File: src/rtl/cache_tag_if.sv
// Request/response and line-fill signals of the cache tag block.
// The Flush line exists only when CACHE_FLUSH_EN is defined.
interface cache_tag_if;
    logic        Req;
    logic        WR;
    logic        CacheCS;
    logic [27:0] CA;
    logic        Ack;
    logic        Hit;
    logic        FillReq;
    logic        FillAck;
    logic        Ready;
`ifdef CACHE_FLUSH_EN
    logic        Flush;
`endif

    // Handshake: Req is held by the requester until a one-cycle Ack; Hit is
    // meaningful only while Ack is high. FillReq is held until FillAck.
    modport master (
`ifdef CACHE_FLUSH_EN
        output Flush,
`endif
        output Req, WR, CacheCS, CA, FillAck,
        input  Ack, Hit, FillReq, Ready
    );

    modport slave (
`ifdef CACHE_FLUSH_EN
        input  Flush,
`endif
        input  Req, WR, CacheCS, CA, FillAck,
        output Ack, Hit, FillReq, Ready
    );
endinterface

File: src/rtl/cache_tag.sv
// Direct-mapped 256-entry tag store with read-allocate fills and write-through.
// Optional whole-cache invalidate through Flush when CACHE_FLUSH_EN is defined.
module cache_tag (
    input  logic        CLK,
    input  logic        nRES,
    cache_tag_if.slave  bus
);

    typedef enum logic [1:0] {INIT, IDLE, FILL} state_t;

    state_t      state_q, state_d;
    logic [7:0]  cnt_q, cnt_d;
    logic        ack_q, ack_d;
    logic        hit_q, hit_d;
    logic        fillreq_q, fillreq_d;
    logic [23:0] ca_q, ca_d;   // latched CA[27:4]

    logic [255:0] valid_q;
    logic [15:0]  tag_q [256];

    logic        we;
    logic [7:0]  we_idx;
    logic [15:0] we_tag;
    logic        we_valid;

    logic [7:0]  lk_idx;
    logic        lk_hit;
    logic        flush_now;
    logic        unused_ca;

    assign unused_ca = ^bus.CA[3:0];
    assign lk_idx    = bus.CA[11:4];
    assign lk_hit    = valid_q[lk_idx] && (tag_q[lk_idx] == bus.CA[27:12]);

`ifdef CACHE_FLUSH_EN
    logic flush_pend_q, flush_pend_d;
    assign flush_now = bus.Flush || flush_pend_q;
`else
    assign flush_now = 1'b0;
`endif

    always_comb begin
        state_d   = state_q;
        cnt_d     = cnt_q;
        ack_d     = 1'b0;
        hit_d     = 1'b0;
        fillreq_d = fillreq_q;
        ca_d      = ca_q;
        we        = 1'b0;
        we_idx    = cnt_q;
        we_tag    = ca_q[23:8];
        we_valid  = 1'b0;
`ifdef CACHE_FLUSH_EN
        flush_pend_d = flush_pend_q;
`endif
        case (state_q)
            INIT: begin
                we    = 1'b1;
                cnt_d = cnt_q + 8'd1;
                if (cnt_q == 8'hFF) state_d = IDLE;
            end
            IDLE: begin
                // Flush outranks Req; a Req left high is picked up after the sweep.
                if (flush_now) begin
                    state_d = INIT;
                    cnt_d   = 8'd0;
`ifdef CACHE_FLUSH_EN
                    flush_pend_d = 1'b0;
`endif
                end else if (bus.Req && !ack_q) begin
                    ca_d = bus.CA[27:4];
                    if (!bus.CacheCS) begin
                        ack_d = 1'b1;
                    end else if (bus.WR || lk_hit) begin
                        ack_d = 1'b1;
                        hit_d = lk_hit;
                    end else begin
                        state_d   = FILL;
                        fillreq_d = 1'b1;
                    end
                end
            end
            FILL: begin
`ifdef CACHE_FLUSH_EN
                flush_pend_d = flush_pend_q || bus.Flush;
`endif
                if (bus.FillAck) begin
                    we        = 1'b1;
                    we_idx    = ca_q[7:0];
                    we_valid  = 1'b1;
                    fillreq_d = 1'b0;
                    ack_d     = 1'b1;
                    hit_d     = 1'b1;
                    state_d   = IDLE;
                end
            end
            default: state_d = INIT;
        endcase
    end

    always_ff @(posedge CLK) begin
        if (!nRES) begin
            state_q   <= INIT;
            cnt_q     <= 8'd0;
            ack_q     <= 1'b0;
            hit_q     <= 1'b0;
            fillreq_q <= 1'b0;
            ca_q      <= 24'd0;
        end else begin
            state_q   <= state_d;
            cnt_q     <= cnt_d;
            ack_q     <= ack_d;
            hit_q     <= hit_d;
            fillreq_q <= fillreq_d;
            ca_q      <= ca_d;
        end
    end

`ifdef CACHE_FLUSH_EN
    always_ff @(posedge CLK) begin
        if (!nRES) flush_pend_q <= 1'b0;
        else       flush_pend_q <= flush_pend_d;
    end
`endif

    // Tag array has no reset; the INIT sweep clears every valid bit.
    always_ff @(posedge CLK) begin
        if (nRES && we) begin
            valid_q[we_idx] <= we_valid;
            tag_q[we_idx]   <= we_tag;
        end
    end

    assign bus.Ack     = ack_q;
    assign bus.Hit     = hit_q;
    assign bus.FillReq = fillreq_q;
    assign bus.Ready   = (state_q != INIT);

endmodule

File: src/flat_wrapper.sv
// flat-port wrapper written by rule: the top's interface ports become plain ports
module cache_tag_flat 
  (CLK, nRES, bus_Req, bus_WR, bus_CacheCS, bus_CA, bus_FillAck, bus_Ack, bus_Hit, bus_FillReq, bus_Ready);
  cache_tag_if bus_i ();
  input  logic CLK;
  input  logic nRES;
  input wire logic [$bits(bus_i.Req)-1:0] bus_Req;
  input wire logic [$bits(bus_i.WR)-1:0] bus_WR;
  input wire logic [$bits(bus_i.CacheCS)-1:0] bus_CacheCS;
  input wire logic [$bits(bus_i.CA)-1:0] bus_CA;
  input wire logic [$bits(bus_i.FillAck)-1:0] bus_FillAck;
  output wire logic [$bits(bus_i.Ack)-1:0] bus_Ack;
  output wire logic [$bits(bus_i.Hit)-1:0] bus_Hit;
  output wire logic [$bits(bus_i.FillReq)-1:0] bus_FillReq;
  output wire logic [$bits(bus_i.Ready)-1:0] bus_Ready;
  assign bus_i.Req = bus_Req;
  assign bus_i.WR = bus_WR;
  assign bus_i.CacheCS = bus_CacheCS;
  assign bus_i.CA = bus_CA;
  assign bus_i.FillAck = bus_FillAck;
  assign bus_Ack = bus_i.Ack;
  assign bus_Hit = bus_i.Hit;
  assign bus_FillReq = bus_i.FillReq;
  assign bus_Ready = bus_i.Ready;
  cache_tag u_core (.CLK(CLK), .nRES(nRES), .bus(bus_i));
endmodule
File: config.mk
export PLATFORM = sky130hd
export DESIGN_NAME = cache_tag_flat
export DESIGN_NICKNAME = d
export VERILOG_FILES = /design/src/rtl/cache_tag_if.sv /design/src/rtl/cache_tag.sv /design/src/flat_wrapper.sv
export SDC_FILE = /design/constraint.sdc
export NUM_CORES = 2
export LEC_CHECK = 0
export CORE_MARGIN = 10
export CORE_UTILIZATION = 50
export CTS_BUF_LIST = sky130_fd_sc_hd__clkbuf_4 sky130_fd_sc_hd__clkbuf_8
export DETAILED_ROUTE_END_ITERATION = 6
export PLACE_DENSITY_LB_ADDON = 0.2
export SLEW_MARGIN = 20
export SYNTH_ARGS = -nofsm -noshare
export SYNTH_HDL_FRONTEND = slang
export SYNTH_SLANG_ARGS = --single-unit
File: constraint.sdc
create_clock -name CLK -period 8.7 [get_ports CLK]
set_clock_uncertainty 0.15 [all_clocks]
set_input_delay 0.87 -clock CLK [delete_from_list [all_inputs] [get_ports CLK]]
set_output_delay 0.87 -clock CLK [all_outputs]
set_load 0.03 [all_outputs]
# [Word-level counts from Yosys, hierarchy flattened]
# Memories as Yosys holds them, arrays and structs flattened.
# Cells that the tools add are included.
[classes] n_addsub=1 order_cmp=3 n_eq_ne=9 muxes=31 reduce_logical=12
[op_table] cell="256-bit bitwise mux" count=1
[op_table] cell="8-bit by 9-bit less-than comparator with 1-bit output (second input constant)" count=2
[op_table] cell="16-bit == test" count=1
[op_table] cell="1-bit 2-to-1 mux" count=16
[op_table] cell="8-bit 2-to-1 mux" count=2
[op_table] cell="2-bit 2-to-1 mux" count=5
[op_table] cell="5-bit AND reduction" count=2
[op_table] cell="8-bit by 1-bit adder with 8-bit output (second input constant)" count=1
[op_table] cell="1-bit binary-select mux with 8-bit select" count=1
[op_table] cell="1-bit demux with 8-bit select" count=1
[op_table] cell="8-bit == test (second input constant)" count=1
[op_table] cell="8-bit by 1-bit >= comparator with 1-bit output (second input constant)" count=1
[op_table] cell="1-bit case mux with 2 select lines" count=4
[op_table] cell="2-bit inequality test (second input constant)" count=3
[op_table] cell="2-bit case mux with 3 select lines" count=1
[op_table] cell="1-bit logical AND" count=4
[op_table] cell="2-bit by 1-bit inequality test with 1-bit output (second input constant)" count=2
[op_table] cell="2-bit nonzero test" count=2
[op_table] cell="2-bit by 1-bit == test with 1-bit output (second input constant)" count=1
[op_table] cell="2-bit == test (second input constant)" count=1
[op_table] cell="2-bit zero test" count=1
[op_table] cell="2-bit AND reduction" count=1
[op_table] cell="1-bit zero test" count=1
[op_table] cell="1-bit logical OR" count=1
[totals] register_bits=293 mem_bits_rw=4096 output_inout_bits=4 elab_cells=64 n_memories=1
[mem_list] memory="u_core.tag_q" words=256 width=16 rd=1 rd_ports_with_merged_regs=0 write_ports=1 line_no="cache_tag.sv:19" text="logic [15:0] tag_q [256];"

# [Depth between registers and ports, before layout]
[logic_depth] word_depth=8 ltp_mapped=19 ltp_nobuf=12

# [Least setup slack after synthesis]
# No wires, ideal clock.
[synth_timing] path_type="input -> register" startpoint="input bus_FillAck" endpoint="memory u_core.tag_q[70][0], enable pin" setup_time_ns=0.390 arrival_time_ns=6.956 t_required_ns=8.160 setup_slack_ns=1.204 stages=8 path_buffers=2 cell_sequence="nand2_1 clkinv_1 clkbuf_1 nand3b_1 o31ai_1 nand2_1 clkbuf_1 nor2_1"
[synth_via] elab_chain_len=5 elab_cells_between_ends=7 cone_classes="mux: 6; reduce/logical: 1"
[synth_rtl] item="from (decl)" line_no="flat_wrapper.sv:11" text="input wire logic [$bits(bus_i.FillAck)-1:0] bus_FillAck;"
[synth_rtl] item="1-bit 2-to-1 mux" line_no="cache_tag.sv:87" text="if (bus.FillAck) begin"
[synth_rtl] item="1-bit case mux with 2 select lines" line_no="cache_tag.sv:56" text="case (state_q)"
[synth_rtl] item="1-bit logical AND" line_no="cache_tag.sv:128" text="if (nRES && we) begin"
[synth_rtl] item="1-bit 2-to-1 mux" line_no="cache_tag.sv:128"
[synth_rtl] item="1-bit 2-to-1 mux (not written as such)" line_no="cache_tag.sv:130" text="tag_q[we_idx] <= we_tag;"
[synth_rtl] item="to (decl)" line_no="cache_tag.sv:19"
# Several ways; a longest one is shown, not always the timed one.

# [Worst setup path in the final report]
[layout_timing] startpoint="input bus_CA[7]" endpoint="register u_core.fillreq_q (netlist: u_core.bus.FillReq)"
[layout_via] elab_chain_len=6 elab_cells_between_ends=8 cone_classes="eq/ne: 2; mux: 2; reduce/logical: 3; memory: 1"
[layout_rtl] item="from (decl)" line_no="flat_wrapper.sv:10" text="input wire logic [$bits(bus_i.CA)-1:0] bus_CA;"
[layout_rtl] item="memory 256 x 16 bit or 1-bit binary-select mux with 8-bit select (tied branches)"
[layout_rtl] item="16-bit == test or 1-bit 2-to-1 mux (tied branches)" line_no="cache_tag.sv:33" text="assign lk_hit = valid_q[lk_idx] && (tag_q[lk_idx] == bus.CA[27:12]);"
[layout_rtl] item="1-bit logical AND *" line_no="cache_tag.sv:33"
[layout_rtl] item="1-bit logical OR *" line_no="cache_tag.sv:74" text="end else if (bus.WR || lk_hit) begin"
[layout_rtl] item="2-bit inequality test (no line) *"
[layout_rtl] item="5-bit AND reduction (no line) *"
[layout_rtl] item="to (signal assigned)" line_no="cache_tag.sv:114" text="fillreq_q <= fillreq_d;"
[layout_rtl] item="to (decl)" line_no="cache_tag.sv:15" text="logic fillreq_q, fillreq_d;"
# Mark *: on every way between the ends. The rest lies on a longest branch, timed or not. The select of a mux whose other input is x is not followed.
# A chain may end at the register's enable or synchronous reset.

==> metrics.yaml <==
run_status: "complete, but fails checks"
violations: "DRC"
crit_chain: "dlygate4sd3_1, buf_6, buf_12, and2_1, buf_4, a22oi_1, nand2_1, o2111ai_1, nor4_2, nor4_1, xnor2_1, o31ai_2, nor4_2, a211oi_2, a311oi_1"
vias: 91400
initial_core_util_pct: 50.2
hold_path_class: "primary input to flip-flop"
drc_errors: 3
crit_type: "primary input to flip-flop"
ios: 38
synth-simple-area-share_pct: 2.70
synth_seq_cells: 4389
timing.rr.start: "u_core.tag_q[211][1]$_DFFE_PP_"
core_mm2: 0.340
cts_buffers: 695
hold_violations: 0
nets: 8806
grt_pass1_vias: 88900
path_clk_slew_ps: 60
synth_compound_area_share_pct: 3.16
period_needed_ps: 5980
end_kind: "flip-flop"
peakVddDrop_mv: 0.163
synth_top_family_by_area: "multiplexers"
synth-edff-count: 4352
die_y_um: 604
p_total_w: 0.0434
antenna_found_initial: 33
track_usage_pct: 28.7
totalWireLength_um: 535000
cts.repair.resized: 0
min_from: "bus_CA[4]"
drt-initial-drc-count: 14700
maxSlewViolCount: 0
die_w_um: 604
final-setup-viol-count: 0
clock_path_buffers: 4
syn_inst: 8030
crit_family: "simple AND/OR/NAND/NOR gates"
max_stage_delay_ps: 1010
crit_slowest_cell: "nor4_2"
areaGrowthSynthToFinish_pct: 12.8
dpl_worst_slack_ps: 2040
gp_congestion: 0.916
syn_nets: 8068
cts_root_buffer: "clkbuf_8"
htree_levels: 6
tritoncts: "done"
power_density_mw_per_mm2: 226
synth-seq-area-share_pct: 77.1
synth.area.mux_share_pct: 14.9
grt_pass1_wl_um: 729000
firstDrtPassIters: 7
period_share_pct: 68.7
die_area_mm2: 0.365
grt-ovfl-total: 0
drive_gt1_share_pct: 30.9
cts_sinks: 4389
slew_headroom_pct: 11.1
critPathArrivalTime_ps: 6960
crit_top_cell: "nor4_2"
routedWlPerCell_um: 38.5
synth_xor_area_share_pct: 0.0918
antenna_left: 0
io_buffers: 33
cp_num_buf_inv: 4
setup_ws_ps: 2720
max_freq_ghz: 0.167
rsz0062_at_grt: "no"
syn_area_mm2: 0.170
clkLatencyLatePin_ps: 1260
syn_avg_cell_area_um2: 21.2
synthFlopType: "edfxtp_1"
ys_warn_count: 0
cp-startpoint: "bus_CA[7]"
worst_pin_slew_ps: 1330
grt_max_degree: 210
ys_types: 93
std_cell_rows: 214
viasPerCell: 6.58
synth_fa_ha_area_share_pct: 0.0294
leakage_nw: 64.8
ys_async_sr_fraction_pct: 0
place_hpwl_um: 320000
required_ps: 9690
critPathLaunchType: "primary input"
critical_path_peak_fanout: 67
cap_violations: 0
setup_tns_ps: 0
-- state kept, by name, indices dropped and copies added, names as in the netlist --
name,count
u_core.tag_q,4096
u_core.valid_q,256
u_core.bus.Hit,1
u_core.ca_q,24
u_core.bus.FillReq,1
u_core.state_q,2
u_core.cnt_q,8
u_core.bus.Ack,1
-- cells in the final DEF, fill, tap and decap left out, drive strengths merged, types with 34 or more instances in the layout --
cell type	count
edfxtp	4352
clkbuf	952
mux4	907
buf	477
mux2i	456
nor2	318
nand2	302
a22oi	260
clkinv	245
a21oi	130
nand3	115
inv	53
o21ai	50
nor3	48
a221oi	47
mux2	38
nand4	38
dfxtp	37
o22ai	34
-- synth_stat cells, types with 12 or more instances --
cell type     n  area share [%]
o22ai_1      34            0.12
nor2_1      317            0.70
a2111oi_0    12           0.062
buf_8        20            0.18
and2_1       15           0.055
buf_1        21           0.046
and3_1       16           0.059
nand2_1     302            0.67
edfxtp_1   4352              77
a21oi_1     130            0.38
o2111ai_1    12           0.062
clkbuf_1    122            0.27
a221oi_1     47            0.24
a311oi_1     12           0.062
dfxtp_1      37            0.43
mux2i_1     456             2.7
buf_6        81            0.54
nor3_1       48            0.14
nand3b_1     17           0.075
buf_4        93            0.41
o211ai_1     28            0.12
nor2b_1      20           0.073
buf_2       114            0.33
nand3_1     114            0.33
nand4_1      36            0.13
nor4_1       17           0.062
or3_1        12           0.044
a211oi_1     22           0.097
a22o_1       25            0.13
o21ai_0      40            0.12
nand2b_1     17           0.062
a31oi_1      24           0.088
a22oi_1     260             1.1
mux2_2       38            0.25
mux4_2      899              12
-- tightest hold or removal path: stages --
cell     delay, ps
buf_16         250
nand2_1        150
a21oi_1         60
-- path summary, 6_finish.rpt --
kind / slack, ps / endpoint / cells after the start
worst max-delay path: 2720 / u_core.bus.FillReq$_SDFFE_PN0P_ / 15
worst max register to register: 3340 / u_core.bus.FillReq$_SDFFE_PN0P_ / 11
worst min-delay path: 80 / u_core.ca_q[0]$_SDFFE_PN0P_ / 3
worst min register to register: 360 / u_core.ca_q[1]$_SDFFE_PN0P_ / 2
-- cells by family after synthesis --
kind of cell             count (synthesis)
AO/OA/AOI/OAI                          750
XOR/XNOR                                17
adder cells (fa/ha/maj)                  4
buffers and inverters                  482
flip-flops                            4389
multiplexers                          1401
AND/OR/NAND/NOR                        987
-- final cells by class --
class / instances / area (um2)
Antenna cell: 25 / 62.6
Clock buffer: 952 / 11500
Sequential cell: 4389 / 131000
Timing Repair Buffer: 505 / 4470
Inverter: 18 / 87.6
Fill cell: 25300 / 147000
Tap cell: 4536 / 5680
Clock inverter: 301 / 1990
Multi-Input combinational cell: 3159 / 36900
-- per-stage QoR --
stage               cell area (um2)  util [%]  hold WS, ps  std cells
CTS                          192000      56.5         5.44      13900
global route                 192000      56.6          104      13900
global placement             178000      52.5          328      12600
finish                       192000      56.6         79.1      13900
detailed placement           178000      52.5          351      12600
floorplan                    170000         -          312       8030
-- power breakdown --
| part | internal [W] | switching, W |
|---|---|---|
| combinational | 0.000764 | 0.00188 |
| clock | 0.00900 | 0.00827 |
| sequential | 0.0234 | 0.000134 |
-- layer usage --
| metal | up-vias | GRT usage [%] | routed length [um] |
|---|---|---|---|
| li1 | 35300 | - | - |
| met1 | 48400 | 39.0 | 197000 |
| met2 | 6391 | 42.2 | 239000 |
| met3 | 1279 | 8.80 | 67400 |
| met4 | 16 | 14.7 | 31900 |
| met5 | - | 0 | 115 |
-- what timing repair did --
action                                 4_1_cts  5_1_grt
endpoints found under the hold margin        2        0
setup endpoints to repair                    0        0
setup buffers                                0        0
hold buffers                                 2        0
No activity file was read; power rests on OpenSTA's default activity.
